[config.mk]
export PLATFORM = sky130hd
export DESIGN_NAME = rgb_pwm_driver_flat
export DESIGN_NICKNAME = d
export VERILOG_FILES = /design/src/rtl/rgb_pwm_driver_if.sv /design/src/rtl/rgb_pwm_driver.sv /design/src/flat_wrapper.sv
export SDC_FILE = /design/constraint.sdc
export NUM_CORES = 1
export LEC_CHECK = 0
export ABC_CLOCK_PERIOD_IN_PS = 2080
export CAP_MARGIN = 20
export CORE_ASPECT_RATIO = 1.5
export CORE_MARGIN = 2
export CORE_UTILIZATION = 54
export CTS_BUF_LIST = sky130_fd_sc_hd__clkbuf_16
export DETAILED_ROUTE_END_ITERATION = 8
export GPL_TIMING_DRIVEN = 0
export PLACE_DENSITY_LB_ADDON = 0.15
export SLEW_MARGIN = 40
export SYNTH_ARGS = -nofsm -noshare
export SYNTH_HDL_FRONTEND = slang
export SYNTH_SLANG_ARGS = --single-unit
[constraint.sdc]
create_clock -name clk -period 2.08 [get_ports clk]
set_input_delay 0.312 -clock clk [delete_from_list [all_inputs] [get_ports clk]]
set_output_delay 0.312 -clock clk [all_outputs]
set_load 0.02 [all_outputs]
[src/rtl/rgb_pwm_driver_if.sv]
// Colour sample stream from the HSL-to-RGB stage into the PWM driver.
// Transfer rule: rgb_valid has no ready partner; every cycle in which
// rgb_valid is high carries one r/g/b sample and the consumer always takes it.
interface rgb_pwm_driver_if #(
    parameter int WIDTH = 8
);
    logic             rgb_valid;
    logic [WIDTH-1:0] r;
    logic [WIDTH-1:0] g;
    logic [WIDTH-1:0] b;

    modport master (output rgb_valid, r, g, b);
    modport slave  (input  rgb_valid, r, g, b);
endinterface

[src/rtl/rgb_pwm_driver.sv]
// Three-channel LED PWM driver. Incoming samples are parked in a shadow
// register and only promoted to the active duty at a period boundary, so a
// running period is never cut short or stretched by a mid-period update.
// Samples overwritten in the shadow before being applied are counted.
module rgb_pwm_driver #(
    parameter int WIDTH      = 8,
    parameter int PRESCALE   = 1,
    parameter bit ACTIVE_LOW = 1'b0
) (
    input  logic            clk,
    input  logic            rst,
    rgb_pwm_driver_if.slave rgb,
    output logic            pwm_r,
    output logic            pwm_g,
    output logic            pwm_b,
    output logic            period_start,
    output logic [7:0]      drop_count
);
    // psc needs at least one bit even when PRESCALE is 1 (it then stays 0).
    localparam int               PSC_W   = (PRESCALE > 1) ? $clog2(PRESCALE) : 1;
    localparam logic [PSC_W-1:0] PSC_MAX = PSC_W'(PRESCALE - 1);

    logic [PSC_W-1:0] psc;
    logic [WIDTH-1:0] cnt;
    logic             tick;
    logic             wrap;

    logic             pending;
    logic [WIDTH-1:0] shadow_r;
    logic [WIDTH-1:0] shadow_g;
    logic [WIDTH-1:0] shadow_b;
    logic [WIDTH-1:0] active_r;
    logic [WIDTH-1:0] active_g;
    logic [WIDTH-1:0] active_b;

    assign tick = (psc == PSC_MAX);
    assign wrap = tick && (cnt == {WIDTH{1'b1}});

    // Prescaler and phase counter; cnt wraps naturally at 2^WIDTH.
    always_ff @(posedge clk) begin
        if (rst) begin
            psc <= '0;
            cnt <= '0;
        end else begin
            psc <= tick ? '0 : psc + PSC_W'(1);
            if (tick) begin
                cnt <= cnt + WIDTH'(1);
            end
        end
    end

    // Shadow capture; a sample arriving on the wrap edge stays pending for the next period.
    always_ff @(posedge clk) begin
        if (rst) begin
            shadow_r <= '0;
            shadow_g <= '0;
            shadow_b <= '0;
            pending  <= 1'b0;
        end else if (rgb.rgb_valid) begin
            shadow_r <= rgb.r;
            shadow_g <= rgb.g;
            shadow_b <= rgb.b;
            pending  <= 1'b1;
        end else if (wrap) begin
            pending  <= 1'b0;
        end
    end

    // Promote the pre-edge shadow at the period boundary and flag the new period.
    always_ff @(posedge clk) begin
        if (rst) begin
            active_r     <= '0;
            active_g     <= '0;
            active_b     <= '0;
            period_start <= 1'b0;
        end else begin
            period_start <= wrap;
            if (wrap && pending) begin
                active_r <= shadow_r;
                active_g <= shadow_g;
                active_b <= shadow_b;
            end
        end
    end

    // Count overwrites of an unapplied sample; the wrap edge consumes the old one, so no drop there.
    always_ff @(posedge clk) begin
        if (rst) begin
            drop_count <= 8'd0;
        end else if (rgb.rgb_valid && pending && !wrap && (drop_count != 8'hFF)) begin
            drop_count <= drop_count + 8'd1;
        end
    end

    // Registered PWM compare; duty 0 never fires, full-scale misses one step.
    always_ff @(posedge clk) begin
        if (rst) begin
            pwm_r <= ACTIVE_LOW;
            pwm_g <= ACTIVE_LOW;
            pwm_b <= ACTIVE_LOW;
        end else begin
            pwm_r <= (cnt < active_r) ^ ACTIVE_LOW;
            pwm_g <= (cnt < active_g) ^ ACTIVE_LOW;
            pwm_b <= (cnt < active_b) ^ ACTIVE_LOW;
        end
    end
endmodule

[src/flat_wrapper.sv]
// flat-port wrapper written by rule: the top's interface ports become plain ports
module rgb_pwm_driver_flat 
#(
    parameter int WIDTH      = 8,
    parameter int PRESCALE   = 1,
    parameter bit ACTIVE_LOW = 1'b0
)
  (clk, rst, pwm_r, pwm_g, pwm_b, period_start, drop_count, rgb_rgb_valid, rgb_r, rgb_g, rgb_b);
  rgb_pwm_driver_if #(.WIDTH(WIDTH)) rgb_i ();
  input  logic clk;
  input  logic rst;
  output logic pwm_r;
  output logic pwm_g;
  output logic pwm_b;
  output logic period_start;
  output logic [7:0] drop_count;
  input wire logic [$bits(rgb_i.rgb_valid)-1:0] rgb_rgb_valid;
  input wire logic [$bits(rgb_i.r)-1:0] rgb_r;
  input wire logic [$bits(rgb_i.g)-1:0] rgb_g;
  input wire logic [$bits(rgb_i.b)-1:0] rgb_b;
  assign rgb_i.rgb_valid = rgb_rgb_valid;
  assign rgb_i.r = rgb_r;
  assign rgb_i.g = rgb_g;
  assign rgb_i.b = rgb_b;
  rgb_pwm_driver #(.WIDTH(WIDTH), .PRESCALE(PRESCALE), .ACTIVE_LOW(ACTIVE_LOW)) u_core (.clk(clk), .rst(rst), .rgb(rgb_i), .pwm_r(pwm_r), .pwm_g(pwm_g), .pwm_b(pwm_b), .period_start(period_start), .drop_count(drop_count));
endmodule
# --- Yosys cells after proc, flatten, opt, wreduce, memory -nomap -nowiden ---
# Cells that the tools add are included.
totals:
  wordCells: 33
  input_bits: 27
  ff_bits: 70
op_classes:
  muxes: 2
  reduce_logical: 8
  eq_ne: 2
  n_addsub: 3
  bitwise_logic: 1
  order_cmp: 3
ops:
  columns: ["operator", "count"]
  rows:
  - ["less-than comparator 8 bit", 3]
  - ["adder 8 x 1 -> 8 bit, second input constant", 2]
  - ["== test 8 bit, second input constant", 1]
  - ["!= test 8 bit, second input constant", 1]
  - ["logical AND 1 bit", 5]
  - ["two-way mux 1 bit", 2]
  - ["nonzero test 2 bit", 1]
  - ["OR reduction 2 bit", 1]
  - ["adder 1 bit, second input constant", 1]
  - ["logical NOT 1 bit", 1]
  - ["NOT 1 bit", 1]

# --- Longest topological paths before layout ---
# Gate-level depths: netlist of run 1.
logic_depth:
  word_depth: 5
  ltp_mapped: 6
  depth_no_buf: 5

# --- Worst setup path before layout of run 1 ---
# OpenSTA, ideal clock, no wires.
synth_path:
  path_kind: "reg-to-reg"
  startpoint: "register u_core.cnt[0]"
  endpoint: "register u_core.drop_count[4]"
  stages_incl_launch_ff: 6
  period_less_slack_ns: 1.700
  setup_slack_ns: 0.380
  arrival_ns: 1.629
  setup_ns: 0.071
  required_time_ns: 2.009
  cell_sequence: "dfxtp_1 -> ha_1 -> and4_1 -> a21o_1 -> or4_1 -> a21oi_1"
synth_via:
  elab_chain_len: 5
synth_lines:
  columns: ["element", "line", "text"]
  rows:
  - ["from (decl)", "rgb_pwm_driver.sv:24", "logic [WIDTH-1:0] cnt;"]
  - ["from (signal assigned)", "rgb_pwm_driver.sv:47", "cnt <= cnt + WIDTH'(1);"]
  - ["== test 8 bit", "rgb_pwm_driver.sv:37", "assign wrap = tick && (cnt == {WIDTH{1'b1}});"]
  - ["logical AND 1 bit", "rgb_pwm_driver.sv:37", null]
  - ["logical NOT 1 bit", "rgb_pwm_driver.sv:90", "end else if (rgb.rgb_valid && pending && !wrap && (drop_count != 8'hFF)) begin"]
  - ["logical AND 1 bit (2 in a row)", "rgb_pwm_driver.sv:90", null]
  - ["to (signal assigned)", "rgb_pwm_driver.sv:91", "drop_count <= drop_count + 8'd1;"]
  - ["to (decl)", "rgb_pwm_driver.sv:17", "output logic [7:0] drop_count"]
# No other way between the ends.
# A chain may end at the register's enable or synchronous reset.

# --- Worst setup path in the final report of run 1 ---
layout_path:
  startpoint: "register u_core.cnt[0]"
  endpoint: "register u_core.drop_count[3]"
# The elaborated chain is that of the path after synthesis.

==> results of run 1 <==
## critical path, stage by stage, from the launching register on
cell	delay (ns)
dfxtp_1	0.39
ha_1	0.28
and4_1	0.25
a21o_1	0.26
or4_1	0.51
a21oi_1	0.15
## cells in the mapped netlist (2+ instances only)
library cell and number:
a211oi_1 4, nand2_1 4, a21oi_1 10, buf_6 2, nor2_1 59, and2b_1 2, dfxtp_1 70, or3_1 2
nand2b_1 5, o31ai_1 4, and4_1 3, clkbuf_1 9, nand3_1 9, a21o_1 4, or4_1 10, mux2i_1 50
xor2_1 6, o2111ai_1 3, ha_1 23, buf_4 2, buf_2 2, o21a_1 6, inv_1 23
## repair_timing
action	4_1_cts	5_1_grt
resized for setup	0	2
endpoints found under the hold margin	0	0
endpoints found under the setup margin	0	21
setup buffers	0	0
hold buffers	0	0
## flip-flops by register name, summed over array words and instances, names as in the netlist
name / count
u_core.shadow_r: 8
u_core.psc: 1
u_core.drop_count: 8
u_core.active_r: 8
u_core.active_g: 8
u_core.pending: 1
u_core.active_b: 8
u_core.shadow_b: 8
u_core.period_start: 1
u_core.pwm_b: 1
u_core.pwm_g: 1
u_core.pwm_r: 1
u_core.cnt: 8
u_core.shadow_g: 8
## metrics by stage
stage          cells  total power, mW  area [µm²]
2_1_floorplan    322             1.55        3130
3_3_place_gp     430             1.63        3580
3_5_place_dp     430             1.64        3580
4_1_cts          446             3.19        3880
5_1_grt          446             3.29        3900
6_report         446             3.17        3900
## per-layer routing
layer | part of all wire | vias up | track usage
met5 | 0 | - | 0
met2 | 0.51 | 55 | 0.361
met4 | 0.030 | 0 | 0.110
met3 | 0.042 | 16 | 0.0510
met1 | 0.42 | 1104 | 0.243
li1 | - | 1200 | -
## power breakdown
group	leakage [nW]	internal, mW	switching [mW]
Sequential	0.570	1.38	0.0300
Clock	0.159	1.03	0.528
Combinational	1.00	0.108	0.0879
## worst max-delay path by stage
| stage | from | to |
|---|---|---|
| finish | u_core.cnt[0] | u_core.drop_count[3] |
| global route | u_core.cnt[1] | u_core.drop_count[3] |
| CTS | u_core.cnt[1] | u_core.active_g[4] |
| detailed placement | u_core.cnt[1] | u_core.active_b[6] |
| global placement | u_core.cnt[1] | u_core.active_g[4] |
| floorplan | u_core.cnt[0] | u_core.drop_count[4] |
## kinds of logic (layout without fill, tap and decap cells)
family	after synthesis	count (layout)	synth area share
compound gates	33	33	0.0720
xor+xnor	7	7	0.0196
fa+ha+maj	23	23	0.0920
buf+inv	39	91	0.0548
flops	70	70	0.448
mux	50	50	0.160
other cells	1	1	0.00120
simple gates	99	99	0.152
## cell type report
| cell class | instances | area (µm²) | area share |
|---|---|---|---|
| multi-input combinational | 213 | 1570 | 0.402 |
| sequential | 70 | 1400 | 0.360 |
| tap | 72 | 90.1 | 0.0231 |
| clock inverter | 7 | 81.3 | 0.0209 |
| timing repair buffer | 36 | 360 | 0.0925 |
| inverter | 23 | 86.3 | 0.0222 |
| buffer | 16 | 85.1 | 0.0218 |
| clock buffer | 9 | 225 | 0.0578 |
==> summary.md, run 1 <==
| Metric | Value |
|---|---|
| Status | finished, final reports clean |
| Cell variety after synth | 33 |
| Vias | 2375 |
| Hold Path Class | in2reg |
| Worst Reg2Reg Path Length in Cells | 5 |
| Nets | approximately 420 |
| Worst path arrival time | about 2.2 ns |
| Initial antenna violation count | 0 |
| GR Util All Layers | 0.214 |
| Final hold vios | 0 |
| Post-synth top flop | dfxtp_1 |
| Layout Utilization | 0.684 |
| Slew headroom | 0.649 |
| Wire per inst | 13.7 µm |
| Vias in the first global route | 2333 |
| Antenna Cells | 0 |
| Global-route wire length before repair | ~10000 µm |
| Syn Inst Count | 322 |
| Number of I/O port buffers | 36 |
| Total gr overflow | 0 |
| Drt pass-1 iters | 4 |
| R2R Setup Slk | 0.16 ns |
| Setup-failing EPs final | 0 |
| Number of antenna-violating nets in the routed design | 0 |
| Clock latency of the later-clocked register in the worst-skew pair | 0.33 ns |
| Hold EP | u_core.pwm_b |
| Area leader, netlist | dfxtp_1 |
| Max frequency | around 0.52 GHz |
| Worst Min Path Start | rst |
| TNS Setup | 0 ns |
| Syn nets | 372 |
| DRT iter0 DRCs | 90 |
| Commonest non-fill, non-tap cell in the layout | dfxtp_1 |
| Critical Path RT | around 2.3 ns |
| Largest net degree at the start of global routing | 12 |
| Mapped Area | 0.00313 mm² |
| Vias/cell | 5.33 |
| Worst slew pin tran | 0.526 ns |
| Die X | between 60 and 70 µm |
| Reg2reg end | u_core.drop_count[3] |
| Worst Skew | 0.00457 ns |
| Core area | 0.00570 mm² |
| Reg clk slew, reported paths | 0.05 ns |
| Core Rows | 34 |
| CTS Sinks | 70 |
| Most frequent cells in the layout | dfxtp_1 (70), nor2_1 (59), mux2i_1 (50), clkdlybuf4s50_1 (36), inv_1 (25) |
| Leakage | 1.73 nW |
| Crit share post-route | 0.922 |
| Number of synthesized flops with an enable pin | 0 |
| Post-Synthesis Mean Instance Area | around 9.7 µm² |
| Unrepaired setup endpoints after global routing | false |
| Minimum clock period | roughly 1.9 ns |
| Post-DP HPWL | around 4300 µm |
| Initial Utilization | 0.549 |
| Die height | 97.2 µm |
| WS Path Type | reg2reg |
| Slew Viols, Final | 0 |
| Hold depth | 3 |
| Worst Setup End Kind | flop |
| Fillcell total | 496 |
| Root Buffer | clkbuf_16 |
| Final worst-path setup slack | ~0.16 ns |
| DRC | 0 |
| IO Pins | 39 |
| Worst setup SP type | flop |
| Pwr/cell area | 813 mW/mm² |
| Placer Congestion | 0.787 |
| CP Max Fanout | 8 |
| R2R Path Start | u_core.cnt[0] |
| Die area | 0.00643 mm² |
| Pre-CTS setup slack | 0.0927 ns |
| Final WL | 6120 µm |
| Synthesis-stage register bit count | 70 |
| Synth top area share | 0.448 |
| Async SR Flop Fraction | 0 |
| Yosys warning count | 0 |
| Area grow syn2layout | 24.6% |
| CTS tree | done |
| Share of cells above drive strength 1 | 0.0561 |
| Register area share after synthesis | 0.448 |
| CTS Buf Count | 9 |
| Max H-tree Level | 3 |
| Max VDD drop | 0.647 mV |
| Area contributors post-synth | dfxtp_1 (45%), mux2i_1 (16%), ha_1 (9.2%) |
| Clock Path Buffers | 2 |
| Max Cap Viol | 0 |
| WHS | roughly 0.43 ns |
Power figures use the tool's default switching activity.
==> inputs of run 2 (changes only) <==
--- a/config.mk
+++ b/config.mk
@@ -6,14 +6,12 @@
 export NUM_CORES = 1
 export LEC_CHECK = 0
 export ABC_CLOCK_PERIOD_IN_PS = 2080
-export CAP_MARGIN = 20
 export CORE_ASPECT_RATIO = 1.5
-export CORE_MARGIN = 2
 export CORE_UTILIZATION = 54
 export CTS_BUF_LIST = sky130_fd_sc_hd__clkbuf_16
 export DETAILED_ROUTE_END_ITERATION = 8
 export GPL_TIMING_DRIVEN = 0
-export PLACE_DENSITY_LB_ADDON = 0.15
+export PLACE_DENSITY = 0.78
 export SLEW_MARGIN = 40
 export SYNTH_ARGS = -nofsm -noshare
 export SYNTH_HDL_FRONTEND = slang
==> run 2 against run 1 <==
Net effect:
- maximum frequency shrank 1.5%
- critical path depth rose by 1
- setup slack worse by 0.029 ns
- final area fell by 0.90%
- worst hold slack better by 0.0066 ns
- power fell by 4.1%
- clock power shrank 8%
- clock skew grew 0.00068 ns
- die area down 5.0%
- critical path type unchanged
- critical endpoint is now u_core.active_g[7]
==> summary.md, run 2 (same netlist as run 1, synthesis figures left out) <==
| Metric | Value |
|---|---|
| Status | finished, final reports clean |
| Max VDD drop | 0.585 mV (-9.6%) |
| FF/Latch Area | 0.00140 mm² (unchanged) |
| Leakage | 1.72 nW (-0.82%) |
| Minimum clock period | 1.95 ns (+0.0294 ns) |
| Wire per inst | 14.0 µm (+2.1%) |
| Die X | 64.1 µm (-3.0%) |
| Switch Pwr | 0.641 mW (-0.78%) |
| Pre-CTS setup slack | 0.0370 ns (-0.0557 ns) |
| Post-DP HPWL | 4360 µm (+1.2%) |
| Internal power | 2.40 mW (-4.9%) |
| Commonest non-fill, non-tap cell in the layout | dfxtp_1 |
| Core Rows | 33 (-2.9%) |
| Hold Path Class | in2reg |
| Drt pass-1 iters | 4 (unchanged) |
| Number of antenna-violating nets in the routed design | 0 (unchanged) |
| Share of power burned in registers | 0.465 (+0.019) |
| Vias | 2362 (-0.55%) |
| WS Path Type | reg2reg |
| Nets | 419 (unchanged) |
| Worst slew pin tran | 0.515 ns (-0.0110 ns) |
| Largest net degree at the start of global routing | 12 (unchanged) |
| Net Sw Frac | 0.211 (+0.00697) |
| Final WL | 6220 µm (+1.7%) |
| Placer Congestion | 0.799 (+1.5%) |
| Pwr/cell area | 787 mW/mm² (-3.2%) |
| Total gr overflow | 0 (unchanged) |
| GR Util All Layers | 0.231 (+0.0168) |
| Global-route wire length before repair | 10500 µm (+0.47%) |
| WHS | 0.435 ns (+0.00657 ns) |
| Final worst-path setup slack | 0.134 ns (-0.0294 ns) |
| Max Cap Viol | 0 (unchanged) |
| Vias/cell | 5.32 (about the same) |
| Max H-tree Level | 3 (unchanged) |
| Final hold vios | 0 (unchanged) |
| CTS Buf Count | 9 (unchanged) |
| CTS Sinks | 70 (unchanged) |
| Crit share post-route | 0.936 (+0.0141) |
| Clock Path Buffers | 2 (unchanged) |
| Die height | 95.2 µm (-2.1%) |
| Setup-failing EPs final | 0 (unchanged) |
| Clock latency of the later-clocked register in the worst-skew pair | 0.32 ns (about the same) |
| Clock power share | 0.471 (-0.021) |
| Initial antenna violation count | 0 (unchanged) |
| Root Buffer | clkbuf_16 |
| CP Max Fanout | 10 (+2) |
| Slew Viols, Final | 0 (unchanged) |
| Vias in the first global route | 2275 (-2.5%) |
| Worst setup SP type | flop |
| DRT iter0 DRCs | 136 (+51%) |
| Number of I/O port buffers | 36 (unchanged) |
| Critical Path RT | 2.27 ns (-0.07 ns) |
| IO Pins | 39 (unchanged) |
| Max frequency | 0.514 GHz (-1.5%) |
| DRC | 0 (unchanged) |
| Overall Power | 3.04 mW (-4.1%) |
| Gate power share | 0.064 (+0.002) |
| Worst Setup End Kind | flop |
| Worst path arrival time | 2.14 ns (-0.03 ns) |
| TNS Setup | 0 ns (unchanged) |
| Die area | 0.00611 mm² (-5.0%) |
| CTS tree | done |
| Initial Utilization | 0.565 (+0.0166) |
| Worst Skew | 0.00525 ns (+0.000683 ns) |
| Slew headroom | 0.657 (+0.00735) |
| Core area | 0.00553 mm² (-2.9%) |
| Reg clk slew, reported paths | 0.05 ns (about the same) |
| Area grow syn2layout | 23.5% |
| Fillcell total | 458 (-7.7%) |
| Antenna Cells | 0 (unchanged) |
| Multi-input combinational cell area | 0.00156 mm² (-0.48%) |
| Share of cells above drive strength 1 | 0.0535 (-0.00267) |
| Most frequent cells in the layout | dfxtp_1 (70), nor2_1 (59), mux2i_1 (50), clkdlybuf4s50_1 (36), inv_1 (24) |
| Unrepaired setup endpoints after global routing | false |
| # Post-CTS Setup Buffers | 0 (unchanged) |
-- run 2: changes by cell type in the layout (fill, tap and decap cells not counted), sizes merged --
cell,delta
clkinv,+2
inv,-1
bufinv,-1
-- run 2: final cells by class --
class / count / area share
multi-input combinational: 213 / 0.404
sequential: 70 / 0.363
timing repair buffer: 36 / 0.0933
clock buffer: 9 / 0.0583
tap: 70 / 0.0227
inverter: 23 / 0.0224
buffer: 16 / 0.0220
clock inverter: 7 / 0.0146
-- run 2: path summary, 6_finish.rpt --
check	to	cells past startpoint	startpoint	slack, ns
max	u_core.active_g[7]	6	u_core.cnt[1]	0.13
min	u_core.pwm_b	3	rst	0.43
max reg2reg	u_core.active_g[7]	6	u_core.cnt[1]	0.13
min reg2reg	u_core.active_r[3]	2	u_core.shadow_r[3]	0.49
-- run 2: routing by layer --
layer  GRT usage  part of all wire  vias to the layer above
met2       0.425              0.53                       41
met3      0.0443             0.026                        9
li1            -                 -                     1199
met4       0.119             0.017                        0
met1       0.248              0.43                     1113
met5           0                 0                        -
-- run 2: power groups by stage --
| stage | Combinational [mW] | Clock [mW] | Sequential (mW) |
|---|---|---|---|
| global route | 0.215 | 1.51 | 1.42 |
| detailed placement | 0.196 | 0 | 1.44 |
| floorplan | 0.108 | 0 | 1.44 |
| finish | 0.195 | 1.43 | 1.41 |
| global placement | 0.191 | 0 | 1.44 |
| CTS | 0.198 | 1.46 | 1.41 |
-- run 2: per-stage QoR --
stage	cell area, µm²	utilization	instances
after global routing	3860	0.698	444
after detailed placement	3580	0.646	428
after global placement	3580	0.646	428
final	3860	0.698	444
after CTS	3860	0.697	444
after floorplan	3130	-	322
-- run 2: timing repair --
item                       4_1_cts  5_1_grt
hold buffers                     0        0
setup endpoints to repair        0       20
gates resized for setup          0        1
-- run 2: worst max-delay path, stage by stage (launching register included) --
cell and delay [ns]:
dfxtp_1 0.50, ha_1 0.27, and4_1 0.28, nand3_2 0.23, buf_4 0.28, mux2i_1 0.18
nor2_1 0.07
==> inputs of run 3 (changes only) <==
--- a/config.mk
+++ b/config.mk
@@ -7,11 +7,11 @@
 export LEC_CHECK = 0
 export ABC_CLOCK_PERIOD_IN_PS = 2080
 export CORE_ASPECT_RATIO = 1.5
-export CORE_UTILIZATION = 54
+export CORE_UTILIZATION = 50
 export CTS_BUF_LIST = sky130_fd_sc_hd__clkbuf_16
 export DETAILED_ROUTE_END_ITERATION = 8
 export GPL_TIMING_DRIVEN = 0
-export PLACE_DENSITY = 0.78
+export PLACE_DENSITY = 0.84
 export SLEW_MARGIN = 40
 export SYNTH_ARGS = -nofsm -noshare
 export SYNTH_HDL_FRONTEND = slang
==> run 3 against run 2 <==
Net effect:
- count of clock-buffer cells in the layout did not move
- routed wire length grew 2.8%
- power is 9.7% higher
- maximum frequency shrank 0.18%
- cell count increased by 0.45%
- die area is 7.8% higher
- first-iteration DRC count rose by 9.6%
- worst hold slack better by 0.032 ns
- largest cell class unchanged
==> summary.md, run 3 (same netlist as run 1, synthesis figures left out) <==
| Metric | Value |
|---|---|
| Status | finished, final reports clean |
| Final hold vios | 0 (unchanged) |
| Nets | 419 (unchanged) |
| Max Cap Viol | 0 (unchanged) |
| R2R Setup Slk | 0.13 ns (about the same) |
| GR Util All Layers | 0.218 (-0.0131) |
| Slew Viols, Final | 0 (unchanged) |
| Share of power burned in registers | 0.424 (-0.041) |
| Largest net degree at the start of global routing | 13 (+1) |
| Unrepaired setup endpoints after global routing | false |
| Inst Count DP | 430 (+0.47%) |
| Area grow syn2layout | 25.6% |
| Most frequent cells in the layout | dfxtp_1 (70), nor2_1 (59), mux2i_1 (50), clkdlybuf4s50_1 (36), inv_1 (24) |
| Gate power share | 0.059 (-0.005) |
| Initial Utilization | 0.529 (-0.0364) |
| Critical Path RT | 2.33 ns (+0.06 ns) |
| Die height | 98.9 µm (+3.8%) |
| Pwr/cell area | 848 mW/mm² (+7.8%) |
| Hold Path Class | in2reg |
| Commonest non-fill, non-tap cell in the layout | dfxtp_1 |
| Clock power share | 0.517 (+0.046) |
| DRT iter0 DRCs | 149 (+9.6%) |
| Worst Reg2Reg Path Length in Cells | 5 (-1) |
| TNS Setup | 0 ns (unchanged) |
| Number of antenna-violating nets in the routed design | 0 (unchanged) |
| CTS tree | done |
| Share of cells above drive strength 1 | 0.0588 (+0.00535) |
| Max VDD drop | 0.614 mV (+4.9%) |
| Worst Skew | 0.00544 ns (+0.000189 ns) |
| Worst Min Path Start | rst |
| Reg clk slew, reported paths | 0.05 ns (about the same) |
| Post-CTS sizing | 0 (unchanged) |
| Slowest-stage cell, CP | or4_1 |
| Clock Path Buffers | 2 (unchanged) |
| Final WL | 6400 µm (+2.8%) |
| CTS Buf Count | 9 (unchanged) |
| Non-Filler Instances | 446 (+0.45%) |
| Vias | 2400 (+1.6%) |
| Wire per inst | 14.3 µm (+2.4%) |
| CP Max Fanout | 8 (-2) |
| Critical path, cell by cell | ha_1 -> and4_1 -> a21o_1 -> or4_1 -> a21oi_1 |
| Net Sw Frac | 0.204 (-0.00702) |
| Post-DP HPWL | 4460 µm (+2.3%) |
| Reg2reg end | u_core.drop_count[5] |
| Clock latency of the later-clocked register in the worst-skew pair | 0.33 ns (about the same) |
| # Post-CTS Setup Buffers | 0 (unchanged) |
| Fillcell total | 470 (+2.6%) |
| Leakage | 1.74 nW (+1.1%) |
| Max frequency | 0.513 GHz (-0.18%) |
| Placer Congestion | 0.839 (+5.0%) |
| Internal power | 2.65 mW (+11%) |
| WS Path Type | reg2reg |
| Die X | 66.6 µm (+3.8%) |
| Worst setup SP type | flop |
| Overall Power | 3.33 mW (+9.7%) |
| R2R Path Start | u_core.cnt[1] |
| CTS Sinks | 70 (unchanged) |
| IO Pins | 39 (unchanged) |
| Layout Utilization | 0.665 (-0.0335) |
| Slowest stage delay, CP | 0.50 ns (about the same) |
| # hold bufs at CTS | 0 (unchanged) |
| Antenna Cells | 0 (unchanged) |
| Vias in the first global route | 2434 (+7.0%) |
| Number of I/O port buffers | 36 (unchanged) |
| Setup-failing EPs final | 0 (unchanged) |
| Hold depth | 3 (unchanged) |
| Slew headroom | 0.657 (+0.000710) |
| Total gr overflow | 0 (unchanged) |
| Worst Setup End Kind | flop |
| Final worst-path setup slack | 0.130 ns (-0.00352 ns) |
| Max H-tree Level | 3 (unchanged) |
| Pre-CTS setup slack | 0.0825 ns (+0.0455 ns) |
| DRC | 0 (unchanged) |
| Core Rows | 34 (+3.0%) |
| Minimum clock period | 1.95 ns (+0.00352 ns) |
| Drt pass-1 iters | 4 (unchanged) |
| Vias/cell | 5.38 (+1.2%) |
| Worst path arrival time | 2.20 ns (+0.06 ns) |
| Root Buffer | clkbuf_16 |
| Global-route wire length before repair | 10800 µm (+2.7%) |
| Switch Pwr | 0.680 mW (+6.0%) |
| Core area | 0.00591 mm² (+6.9%) |
| Die area | 0.00658 mm² (+7.8%) |
| Worst slew pin tran | 0.514 ns (-0.00107 ns) |
| Initial antenna violation count | 0 (unchanged) |
| Hold EP | u_core.drop_count[1] |
| Crit share post-route | 0.937 (+0.00169) |
## run 3: per-stage QoR
stage / hold WS [ns] / area [µm²]
2_1_floorplan: 0.459 / 3130
3_3_place_gp: 0.473 / 3580
3_5_place_dp: 0.482 / 3580
4_1_cts: 0.443 / 3920
5_1_grt: 0.491 / 3930
6_report: 0.467 / 3930
## run 3: worst max path at each step
stage,slack [ns],start,end,depth (start not counted)
after floorplan,0.38,u_core.cnt[0],u_core.drop_count[4],5
after CTS,0.02,u_core.cnt[1],u_core.active_g[0],6
after global routing,0.02,u_core.cnt[1],u_core.active_b[7],6
final,0.13,u_core.cnt[1],u_core.drop_count[5],5
after global placement,0.12,u_core.cnt[1],u_core.active_g[4],6
after detailed placement,0.08,u_core.cnt[1],u_core.active_g[4],6
## run 3: critical path: cells and delay by family (launching register included)
kind                       cells  cell delay, ns
DFF                            1            0.41
AOI/OAI and AO/OA              2            0.43
and+or+nand+nor                2            0.76
adders and majority gates      1            0.27
## run 3: layer usage
| metal | vias up | global-route usage | wire [µm] |
|---|---|---|---|
| li1 | 1206 | - | - |
| met3 | 12 | 0.0602 | 258 |
| met5 | - | 0 | 0 |
| met2 | 50 | 0.361 | 3290 |
| met4 | 0 | 0.111 | 105 |
| met1 | 1132 | 0.248 | 2740 |
## run 3: final cells by class
cell class / instances / area, µm² / share of cell area
Buffer: 16 / 85.1 / 0.0216
Clock buffer: 9 / 225 / 0.0573
Clock inverter: 7 / 114 / 0.0290
Inverter: 23 / 86.3 / 0.0220
Multi-Input combinational cell: 213 / 1570 / 0.399
Sequential cell: 70 / 1400 / 0.357
Tap cell: 72 / 90.1 / 0.0229
Timing Repair Buffer: 36 / 360 / 0.0917
## run 3: power by group through the flow
stage | Sequential (mW) | Clock, mW | Combinational (mW)
6_report | 1.41 | 1.72 | 0.195
5_1_grt | 1.42 | 1.80 | 0.217
4_1_cts | 1.41 | 1.74 | 0.197
3_5_place_dp | 1.44 | 0 | 0.195
3_3_place_gp | 1.44 | 0 | 0.191
2_1_floorplan | 1.44 | 0 | 0.108
